File: src/rtl/cpu_div_pkg.sv
// Shared types and constants for the iterative restoring divider.
// Signed support is selected at build time with the CPU_DIV_SIGNED_EN macro.
package cpu_div_pkg;

    localparam int DIV_WIDTH = 32;
    localparam int DIV_STEPS = 32;
    localparam int DIV_CNT_W = 5;

    localparam logic [DIV_WIDTH-1:0] DIV_ZERO_QUOT = 32'hFFFF_FFFF;
    localparam logic [DIV_CNT_W-1:0] DIV_LAST_STEP = 5'(DIV_STEPS - 1);

    typedef enum logic [1:0] {
        IDLE  = 2'd0,
        ITER  = 2'd1,
        FIXUP = 2'd2
    } div_state_e;

    function automatic logic [DIV_WIDTH-1:0] div_abs(input logic [DIV_WIDTH-1:0] v);
        return v[DIV_WIDTH-1] ? (~v + 32'd1) : v;
    endfunction

endpackage

File: src/rtl/cpu_div_step.sv
// One restoring-division iteration: shift in the next dividend bit,
// trial-subtract the divisor, keep the difference if it did not go negative.
module cpu_div_step
    import cpu_div_pkg::*;
(
    input  logic [DIV_WIDTH:0]   rem,
    input  logic                 dividend_bit,
    input  logic [DIV_WIDTH-1:0] divisor,
    output logic [DIV_WIDTH:0]   rem_next,
    output logic                 quot_bit
);

    logic [DIV_WIDTH:0]   shifted;
    logic [DIV_WIDTH+1:0] diff;

    assign shifted = {rem[DIV_WIDTH-1:0], dividend_bit};
    assign diff    = {1'b0, shifted} - {2'b00, divisor};

    // A set rem MSB means the shifted value exceeds any 32-bit divisor.
    assign quot_bit = rem[DIV_WIDTH] | ~diff[DIV_WIDTH+1];
    assign rem_next = quot_bit ? diff[DIV_WIDTH:0] : shifted;

endmodule

File: src/rtl/cpu_div_cell.sv
// Iterative 32-bit integer divider: 32 restoring steps plus a sign fix-up
// cycle, results 34 cycles after start. Signed mode needs CPU_DIV_SIGNED_EN.
module cpu_div_cell
    import cpu_div_pkg::*;
#(
    parameter int WIDTH = DIV_WIDTH
) (
    input  logic             clk,
    input  logic             reset_n,
    input  logic [WIDTH-1:0] M_div_src1,
    input  logic [WIDTH-1:0] M_div_src2,
    input  logic             M_div_start,
    input  logic             M_div_signed,
    output logic             M_div_busy,
    output logic             M_div_done,
    output logic [WIDTH-1:0] M_div_quot,
    output logic [WIDTH-1:0] M_div_rem
);

    div_state_e state_q, state_d;

    logic [DIV_CNT_W-1:0] cnt_q;
    logic [DIV_WIDTH:0]   rem_q;
    logic [DIV_WIDTH-1:0] quot_q;
    logic [DIV_WIDTH-1:0] divisor_q;
    logic                 div_zero_q;
    logic [DIV_WIDTH-1:0] quot_out_q;
    logic [DIV_WIDTH-1:0] rem_out_q;
    logic                 done_q;

    logic [DIV_WIDTH-1:0] src1_mag;
    logic [DIV_WIDTH-1:0] src2_mag;
    logic [DIV_WIDTH-1:0] fix_quot;
    logic [DIV_WIDTH-1:0] fix_rem;
    logic [DIV_WIDTH:0]   step_rem;
    logic                 step_bit;

    cpu_div_step u_step (
        .rem          (rem_q),
        .dividend_bit (quot_q[DIV_WIDTH-1]),
        .divisor      (divisor_q),
        .rem_next     (step_rem),
        .quot_bit     (step_bit)
    );

`ifdef CPU_DIV_SIGNED_EN
    logic q_neg_q, r_neg_q;

    assign src1_mag = M_div_signed ? div_abs(M_div_src1) : M_div_src1;
    assign src2_mag = M_div_signed ? div_abs(M_div_src2) : M_div_src2;

    always_ff @(posedge clk or negedge reset_n) begin
        if (!reset_n) begin
            q_neg_q <= 1'b0;
            r_neg_q <= 1'b0;
        end else if (state_q == IDLE && M_div_start) begin
            q_neg_q <= M_div_signed & (M_div_src1[DIV_WIDTH-1] ^ M_div_src2[DIV_WIDTH-1]);
            r_neg_q <= M_div_signed & M_div_src1[DIV_WIDTH-1];
        end
    end

    // Negation wraps in 32 bits, so 0x80000000 / -1 yields 0x80000000.
    assign fix_quot = div_zero_q ? DIV_ZERO_QUOT
                    : (q_neg_q ? (~quot_q + 32'd1) : quot_q);
    assign fix_rem  = r_neg_q ? (~rem_q[DIV_WIDTH-1:0] + 32'd1) : rem_q[DIV_WIDTH-1:0];
`else
    logic unused_signed;

    assign unused_signed = M_div_signed;
    assign src1_mag      = M_div_src1;
    assign src2_mag      = M_div_src2;
    assign fix_quot      = div_zero_q ? DIV_ZERO_QUOT : quot_q;
    assign fix_rem       = rem_q[DIV_WIDTH-1:0];
`endif

    always_ff @(posedge clk or negedge reset_n) begin
        if (!reset_n) begin
            state_q <= IDLE;
        end else begin
            state_q <= state_d;
        end
    end

    always_comb begin
        state_d = state_q;
        case (state_q)
            IDLE:    if (M_div_start) state_d = ITER;
            ITER:    if (cnt_q == DIV_LAST_STEP) state_d = FIXUP;
            FIXUP:   state_d = IDLE;
            default: state_d = IDLE;
        endcase
    end

    always_ff @(posedge clk or negedge reset_n) begin
        if (!reset_n) begin
            cnt_q      <= '0;
            rem_q      <= '0;
            quot_q     <= '0;
            divisor_q  <= '0;
            div_zero_q <= 1'b0;
            quot_out_q <= '0;
            rem_out_q  <= '0;
            done_q     <= 1'b0;
        end else begin
            done_q <= 1'b0;
            case (state_q)
                IDLE: begin
                    if (M_div_start) begin
                        quot_q     <= src1_mag;
                        divisor_q  <= src2_mag;
                        div_zero_q <= (M_div_src2 == '0);
                        rem_q      <= '0;
                        cnt_q      <= '0;
                    end
                end
                ITER: begin
                    rem_q  <= step_rem;
                    quot_q <= {quot_q[DIV_WIDTH-2:0], step_bit};
                    cnt_q  <= cnt_q + 5'd1;
                end
                FIXUP: begin
                    quot_out_q <= fix_quot;
                    rem_out_q  <= fix_rem;
                    done_q     <= 1'b1;
                end
                default: ;
            endcase
        end
    end

    assign M_div_busy = (state_q != IDLE);
    assign M_div_done = done_q;
    assign M_div_quot = quot_out_q;
    assign M_div_rem  = rem_out_q;

endmodule

File: config.mk
export PLATFORM = sky130hd
export DESIGN_NAME = cpu_div_cell
export DESIGN_NICKNAME = d
export VERILOG_FILES = /design/src/rtl/cpu_div_pkg.sv /design/src/rtl/cpu_div_step.sv /design/src/rtl/cpu_div_cell.sv
export SDC_FILE = /design/constraint.sdc
export NUM_CORES = 1
export LEC_CHECK = 0
export CAP_MARGIN = 15
export CORE_AREA = 2 2 126 128
export CTS_BUF_LIST = sky130_fd_sc_hd__clkbuf_16
export DETAILED_ROUTE_END_ITERATION = 12
export DIE_AREA = 0 0 128 130
export DONT_BUFFER_PORTS = 1
export PLACE_DENSITY = 0.76
export SLEW_MARGIN = 25
export SYNTH_ARGS = -nofsm -noshare
export SYNTH_HDL_FRONTEND = slang
export SYNTH_SLANG_ARGS = --single-unit
File: constraint.sdc
create_clock -name clk -period 2.7 [get_ports clk]
set_input_delay 0.27 -clock clk [delete_from_list [all_inputs] [get_ports clk]]
set_output_delay 0.27 -clock clk [all_outputs]
set_load 0.1 [all_outputs]
==> results_dict.tcl, run 1 <==
set metrics [dict create \
    vias_per_cell 5.70 \
    clkTransAtPathRegs_ns 0.07 \
    postSynthAreaPerCell_um2 8.91 \
    power.density_nw_per_um2 1520 \
    start_util_pct 56.6 \
    synth_edf_count 0 \
    fp.dieArea_um2 16600 \
    cts_tree "yes" \
    synthSimpleGateAreaFrac_pct 18.3 \
    r2r-end "rem_q[30]" \
    final_layout_size_suffix_gt1_share_pct 14.4 \
    worst_ep_required_time_ns 3.00 \
    portBuffers 0 \
    regArea_um2 4260 \
    place_congestion 0.911 \
    clockRootBuffer "clkbuf_16" \
    hold_viol 170 \
    place_hpwl_mm 13.4 \
    rsz0062_at_grt "yes" \
    peakVddDrop_mv 0.749 \
    route.antenna.remaining_nets 0 \
    core-area_um2 15400 \
    first_pass_iters 5 \
    fin_cells 1278 \
    rows 46 \
    routedWlPerCell_um 17.2 \
    synth.area.top_cells "dfrtp_1 49%, nand2_1 12%, ha_1 4.9%" \
    synth.top_cell.area_share_pct 48.8 \
    cpPeakStageDelay_ns 0.39 \
    synthCells 979 \
    die_x_um 128 \
    antenna_found_initial 0 \
    num_vias 7281 \
    synth_top_flop_cell "dfrtp_1" \
    synth.ff_latch_count 170 \
    rr_startpoint "quot_q[31]" \
    max_slew_margin_pct 37.1 \
    cp.arrival_ns 3.06 \
    timing.reg2reg.worst_path_depth 13 \
    dpl.cell_count 1170 \
    h-tree-depth 4 \
    wl_mm 21.9 \
    synthAdderAreaFrac_pct 5.11 \
    max_cap_viol_count 0 \
    reg2reg_setup_slack_ns -0.06 \
    start_kind "flop" \
    synth_compound_area_share_pct 16.8 \
    hold_path.class "in -> async" \
    drv_slew 0 \
    grt_max_degree 171 \
    synthMuxAreaShare_pct 2.87 \
    cp_num_buf_inv 2 \
    critPathKind "reg -> reg" \
    setup_ws_ns -0.0600 \
    ys_seq_area_share_pct 48.8 \
    area_delta_synth_final_pct 23.1 \
    fin_crit_sh_pct 102 \
    ys_warn_count 0 \
    fillCellCount 1152 \
    whs_ns -0.455 \
    drtIter0Drc 564 \
    worstSkewPairLatency_ns 0.43 \
    gr-total-overflow 0 \
    crit_family "compound AO/OA/AOI/OAI gates" \
    die_y_um 130 \
    async_reset_ff_share_pct 100 \
    synth_most_common_cell "nand2_1" \
    period_needed_ns 2.76 \
    post-route-drc-count 0 \
    fin_nets 1178 \
    syn_nets 1082 \
    slowest_stage "dfrtp_1" \
    status "finished, violations left" \
    synth_area_um2 8720 \
    synth_xor_xnor_area_share_pct 2.91 \
    antenna_cells 0 \
    clkSinkCount 170 \
    synthTopCellsByCount "274 x nand2_1, 170 x dfrtp_1, 81 x o21ai_0" \
    setup_viol 7 \
    p_leak_nw 4.95 \
    io_pins 134 \
    hold_buffers 63 \
    max_slew.worst_pin.slew_ns 0.944 \
    grt_first_pass_wirelength_mm 34.9 \
    cts.path.max_buffers 2 \
    synth_top_area_cell "dfrtp_1" \
    place_ws_ns -0.139 \
    grtUsageTotal_pct 26.4 \
    ys_types 53 \
    multi_input_area_um2 4300 \
    critPathCaptureType "flop" \
    cts_buffers 17 \
    grt_pass1_vias 7058 \
    skew_ns 0.0133 \
    synth_top_family_by_area "simple AND/OR/NAND/NOR gates" \
    violations "negative hold slack, negative setup slack" \
    critical_path.max_fanout 3 \
    crit_chain "inv_2 -> ha_4 -> inv_2 -> fa_2 -> a21o_1 -> a221o_1 -> a211oi_2 -> o21ai_2 -> a41o_1 -> a211oi_2 -> xnor2_1 -> mux2i_1 -> o21ai_1" \
    fmaxAchievable_mhz 362 \
]
[final cells by class]
| cell class | instances | share of cell area (%) |
|---|---|---|
| timing repair buffer | 135 | 11.6 |
| clock buffer | 17 | 3.96 |
| sequential | 170 | 39.6 |
| multi-input combinational | 710 | 40.0 |
| clock inverter | 13 | 1.12 |
| tap | 192 | 2.24 |
| inverter | 41 | 1.43 |
[kinds of logic after synthesis]
| group | after synthesis |
|---|---|
| AND/OR/NAND/NOR | 382 |
| buffers and inverters | 99 |
| adder cells (fa/ha/maj) | 35 |
| flip-flops | 170 |
| XOR/XNOR | 29 |
| multiplexers | 25 |
| AO/OA/AOI/OAI | 239 |
[timing repair]
item                       4_1_cts  5_1_grt
pin swaps                        8       21
setup endpoints to repair       26       32
buffers inserted                 1       12
hold endpoints to repair       233      170
cloned                           0        2
resized for setup                3       39
[sequential cells by signal (all words and copies together), names as in the netlist]
name	flops
quot_q	32
M_div_rem	32
rem_q	33
M_div_done	1
state_q	2
cnt_q	5
div_zero_q	1
divisor_q	32
M_div_quot	32
[placed cells by master, fill, tap and decap left out, drive strengths merged, types with 3 or more instances in the layout]
cell type and count:
a211oi 4, nor3 5, xor2 15, nand2 274
inv 46, a21oi 42, ha 34, clkbuf 19
a21o 16, nor4 10, a32oi 5, dlygate4sd3 63
buf 70, nand2b 7, mux2i 25, nand3 18
a22oi 31, nand4 7, dfrtp 170, o211ai 6
o21a 3, clkinv 6, and3 3, o21ai 117
nor2 48, and2 5, xnor2 14
[worst max-delay path by stage]
stage / endpoint / from / slack [ns] / depth (start not counted)
final: rem_q[30] / quot_q[31] / -0.06 / 13
after global routing: rem_q[30] / quot_q[31] / -0.22 / 13
after CTS: rem_q[32] / quot_q[31] / -0.05 / 13
after global placement: rem_q[32] / quot_q[31] / -0.12 / 13
after detailed placement: rem_q[32] / quot_q[31] / -0.14 / 13
after floorplan: rem_q[32] / quot_q[31] / -0.08 / 13
[layer usage]
metal	global-route usage (%)	vias to the layer above	part of all wire [%]	routed length [µm]
li1	-	3517	-	-
met1	34.7	3492	43	9320
met2	44.4	238	49	10900
met3	5.00	34	6.3	1390
met4	8.60	0	1.7	366
met5	0	-	0	0
[where the power goes]
| group | switching [mW] | internal (mW) | leakage [nW] |
|---|---|---|---|
| registers | 1.17 | 3.47 | 2.15 |
| clock network | 1.03 | 1.27 | 0.269 |
| logic | 4.97 | 4.42 | 2.53 |
| total | 7.17 | 9.16 | 4.95 |
[through the flow]
step	util [%]	setup TNS, ns	instance area (µm²)	total power, mW
after global routing	69.6	-3.68	10700	17.5
after detailed placement	59.4	-0.584	9160	12.7
after global placement	59.4	-0.440	9160	12.5
after CTS	67.2	-0.107	10400	15.3
after floorplan	-	-0.131	8730	10.6
final	69.6	-0.174	10700	16.3
(Power assumes the default switching activity.)
==> run 2, diff against run 1 <==
ABC_AREA = 1   (was default)
CORE_AREA = 2 2 135 137   (was 2 2 126 128)
DIE_AREA = 0 0 137 139   (was 0 0 128 130)
PLACE_DENSITY = 0.75   (was 0.76)
SLEW_MARGIN = 20   (was 25)
==> run 2 against run 1 <==
The run ends with negative hold slack left. Largest cell class unchanged. Clock-buffer cell count did not move. Worst hold slack got worse by 0.021 ns. Sequential share of layout area shrank 2.2 points. Global-route usage up 1.6 points. Routed wire length rose by 15%. Final area is 5.7% higher. Synthesized area grew 14%. Critical path type unchanged. Via count grew 19%. Critical path depth down 3. Critical endpoint is now rem_q[25]. Flip-flop and latch count unchanged.
==> results_dict.tcl, run 2 <==
set metrics [dict create \
    whs_ns -0.476 \
    grt_pass1_vias 8711 \
    synth_edf_count 0 \
    gr-total-overflow 0 \
    clkSinkCount 170 \
    top_register "rem_q" \
    hold_path.class "in -> async" \
    die_y_um 139 \
    ys_warn_count 0 \
    vias_per_cell 5.23 \
    synth_most_common_cell "nand2_1" \
    syn_nets 1470 \
    hold_viol 170 \
    grt_first_pass_wirelength_mm 42.2 \
    worst_ep_required_time_ns 3.03 \
    antenna_found_initial 0 \
    grtUsageTotal_pct 27.9 \
    fin_nets 1519 \
    setup_viol 0 \
    synthTopCellsByCount "438 x nand2_1, 241 x inv_1, 170 x dfrtp_1" \
    postSynthAreaPerCell_um2 7.29 \
    period_needed_ns 2.44 \
    post-route-drc-count 0 \
    dpl.cell_count 1565 \
    synthCells 1367 \
    fin_util_pct 64.3 \
    core-area_um2 17700 \
    critPathKind "reg -> reg" \
    clockRootBuffer "clkbuf_16" \
    synth_area_um2 9960 \
    place_hpwl_mm 17.4 \
    drv_slew 0 \
    io_pins 134 \
    postCtsSetupBuffers 0 \
    synth.ff_latch_count 170 \
    layout_common_cells "438 x nand2_1, 238 x inv_1, 170 x dfrtp_1, 90 x o21ai_0, 79 x nand3_1" \
    async_reset_ff_share_pct 100 \
    start_kind "flop" \
    final_common_cell "nand2_1" \
    synth_top_flop_cell "dfrtp_1" \
    critical_path.max_fanout 33 \
    reg2reg_setup_slack_ns 0.26 \
    hold_buffers 61 \
    setup_tns_ns 0 \
    drtIter0Drc 784 \
    final_layout_size_suffix_gt1_share_pct 7.98 \
    ys_types 37 \
    cts_buffers 17 \
    fin_cells 1658 \
    rsz0062_at_grt "no" \
    h-tree-depth 4 \
    die_x_um 137 \
    start_util_pct 56.4 \
    cts_tree "yes" \
    largest_reg_flops 33 \
    worstSkewPairLatency_ns 0.44 \
    route.antenna.remaining_nets 0 \
    fin_crit_sh_pct 90.2 \
    status "finished, violations left" \
    portBuffers 0 \
    grt_max_degree 171 \
    violations "negative hold slack" \
    clkTransAtPathRegs_ns 0.07 \
    synth.top_cell.area_share_pct 42.7 \
    synth_top_area_cell "dfrtp_1" \
    fmaxAchievable_mhz 410 \
    synth.area.top_cells "dfrtp_1 43%, nand2_1 17%, inv_1 9.1%" \
    place_congestion 0.955 \
    fillCellCount 1572 \
    fp.dieArea_um2 19000 \
    cts.path.max_buffers 2 \
    cp.arrival_ns 2.77 \
    num_vias 8666 \
    area_delta_synth_final_pct 14.0 \
    placed_cell_area_um2 10100 \
    first_pass_iters 5 \
    rows 49 \
    max_cap_viol_count 0 \
    cts_resized 0 \
    routedWlPerCell_um 15.2 \
    ys_seq_area_share_pct 42.7 \
    skew_ns 0.0137 \
    max_slew_margin_pct 36.6 \
    critPathCaptureType "flop" \
    max_slew.worst_pin.slew_ns 0.950 \
    antenna_cells 0 \
    wl_mm 25.3 \
    final_design_area_no_fill_um2 11400 \
]
run 2: cell count changes in the layout (fill, tap and decap cells not counted), sizes merged, moves of 5 or more:
cell,delta
inv,+207
nand2,+197
nand3,+73
buf,-54
nor2,+37
a31oi,+28
o21ai,-26
mux2i,-25
a21oi,-24
a21o,-16
xor2,-14
nand2b,-7
a32oi,-5
nor4,-5
run 2: worst max-delay path, stage by stage, from the launching register on:
cell and delay [ns]:
dfrtp_1 0.43, ha_1 0.40, nand2_1 0.13, nor3_2 0.20, nand2_1 0.14, nor3_2 0.21, nand2_4 0.19, nand2_8 0.32
nand3_1 0.16, nand2_1 0.10, nand2_1 0.04
run 2: worst paths after layout:
path / depth (start not counted) / end / startpoint
setup / recovery: 10 / rem_q[25] / rem_q[28]
hold / removal: 0 / divisor_q[11] / reset_n
setup reg to reg: 10 / rem_q[25] / rem_q[28]
hold reg to reg: 2 / divisor_q[5] / divisor_q[5]
max in group asynchronous: 0 / M_div_rem[28] / reset_n
min in group clk: 2 / quot_q[31] / M_div_src1[31]
run 2: per-layer routing:
| metal | global-route usage [%] | routed length [µm] | up-vias |
|---|---|---|---|
| li1 | - | - | 4367 |
| met1 | 38.1 | 11700 | 4055 |
| met2 | 46.2 | 11900 | 213 |
| met3 | 4.20 | 1240 | 31 |
| met4 | 7.81 | 368 | 0 |
| met5 | 0 | 0 | - |
run 2: metrics by stage:
stage | setup WS (ns) | hold slack (ns)
floorplan | 0.757 | -0.0256
global placement | 0.300 | -0.0171
detailed placement | 0.298 | -0.0209
CTS | 0.280 | -0.491
global route | 0.0633 | -0.491
finish | 0.264 | -0.476
run 2: cell type report:
cell class | instances | area (µm²) | share of cell area [%]
Inverter | 247 | 927 | 8.16
Tap cell | 229 | 287 | 2.52
Multi-Input combinational cell | 903 | 4540 | 40.0
Clock buffer | 17 | 425 | 3.75
Clock inverter | 15 | 193 | 1.70
Timing Repair Buffer | 77 | 731 | 6.43
Sequential cell | 170 | 4250 | 37.5
run 2: cells by family (layout without fill, tap and decap cells):
group | after synthesis | count (layout) | synth area share [%]
adders and majority gates | 35 | 35 | 4.47
DFF | 170 | 170 | 42.7
AOI/OAI and AO/OA | 175 | 175 | 10.1
buffers and inverters | 294 | 356 | 11.8
xor gates and xnor gates | 15 | 15 | 1.32
and+or+nand+nor | 678 | 678 | 29.5
Power of run 2 is left out: the tool's default activity adds up to more than one toggle a clock period on the data nets, which glitch-free logic cannot reach.
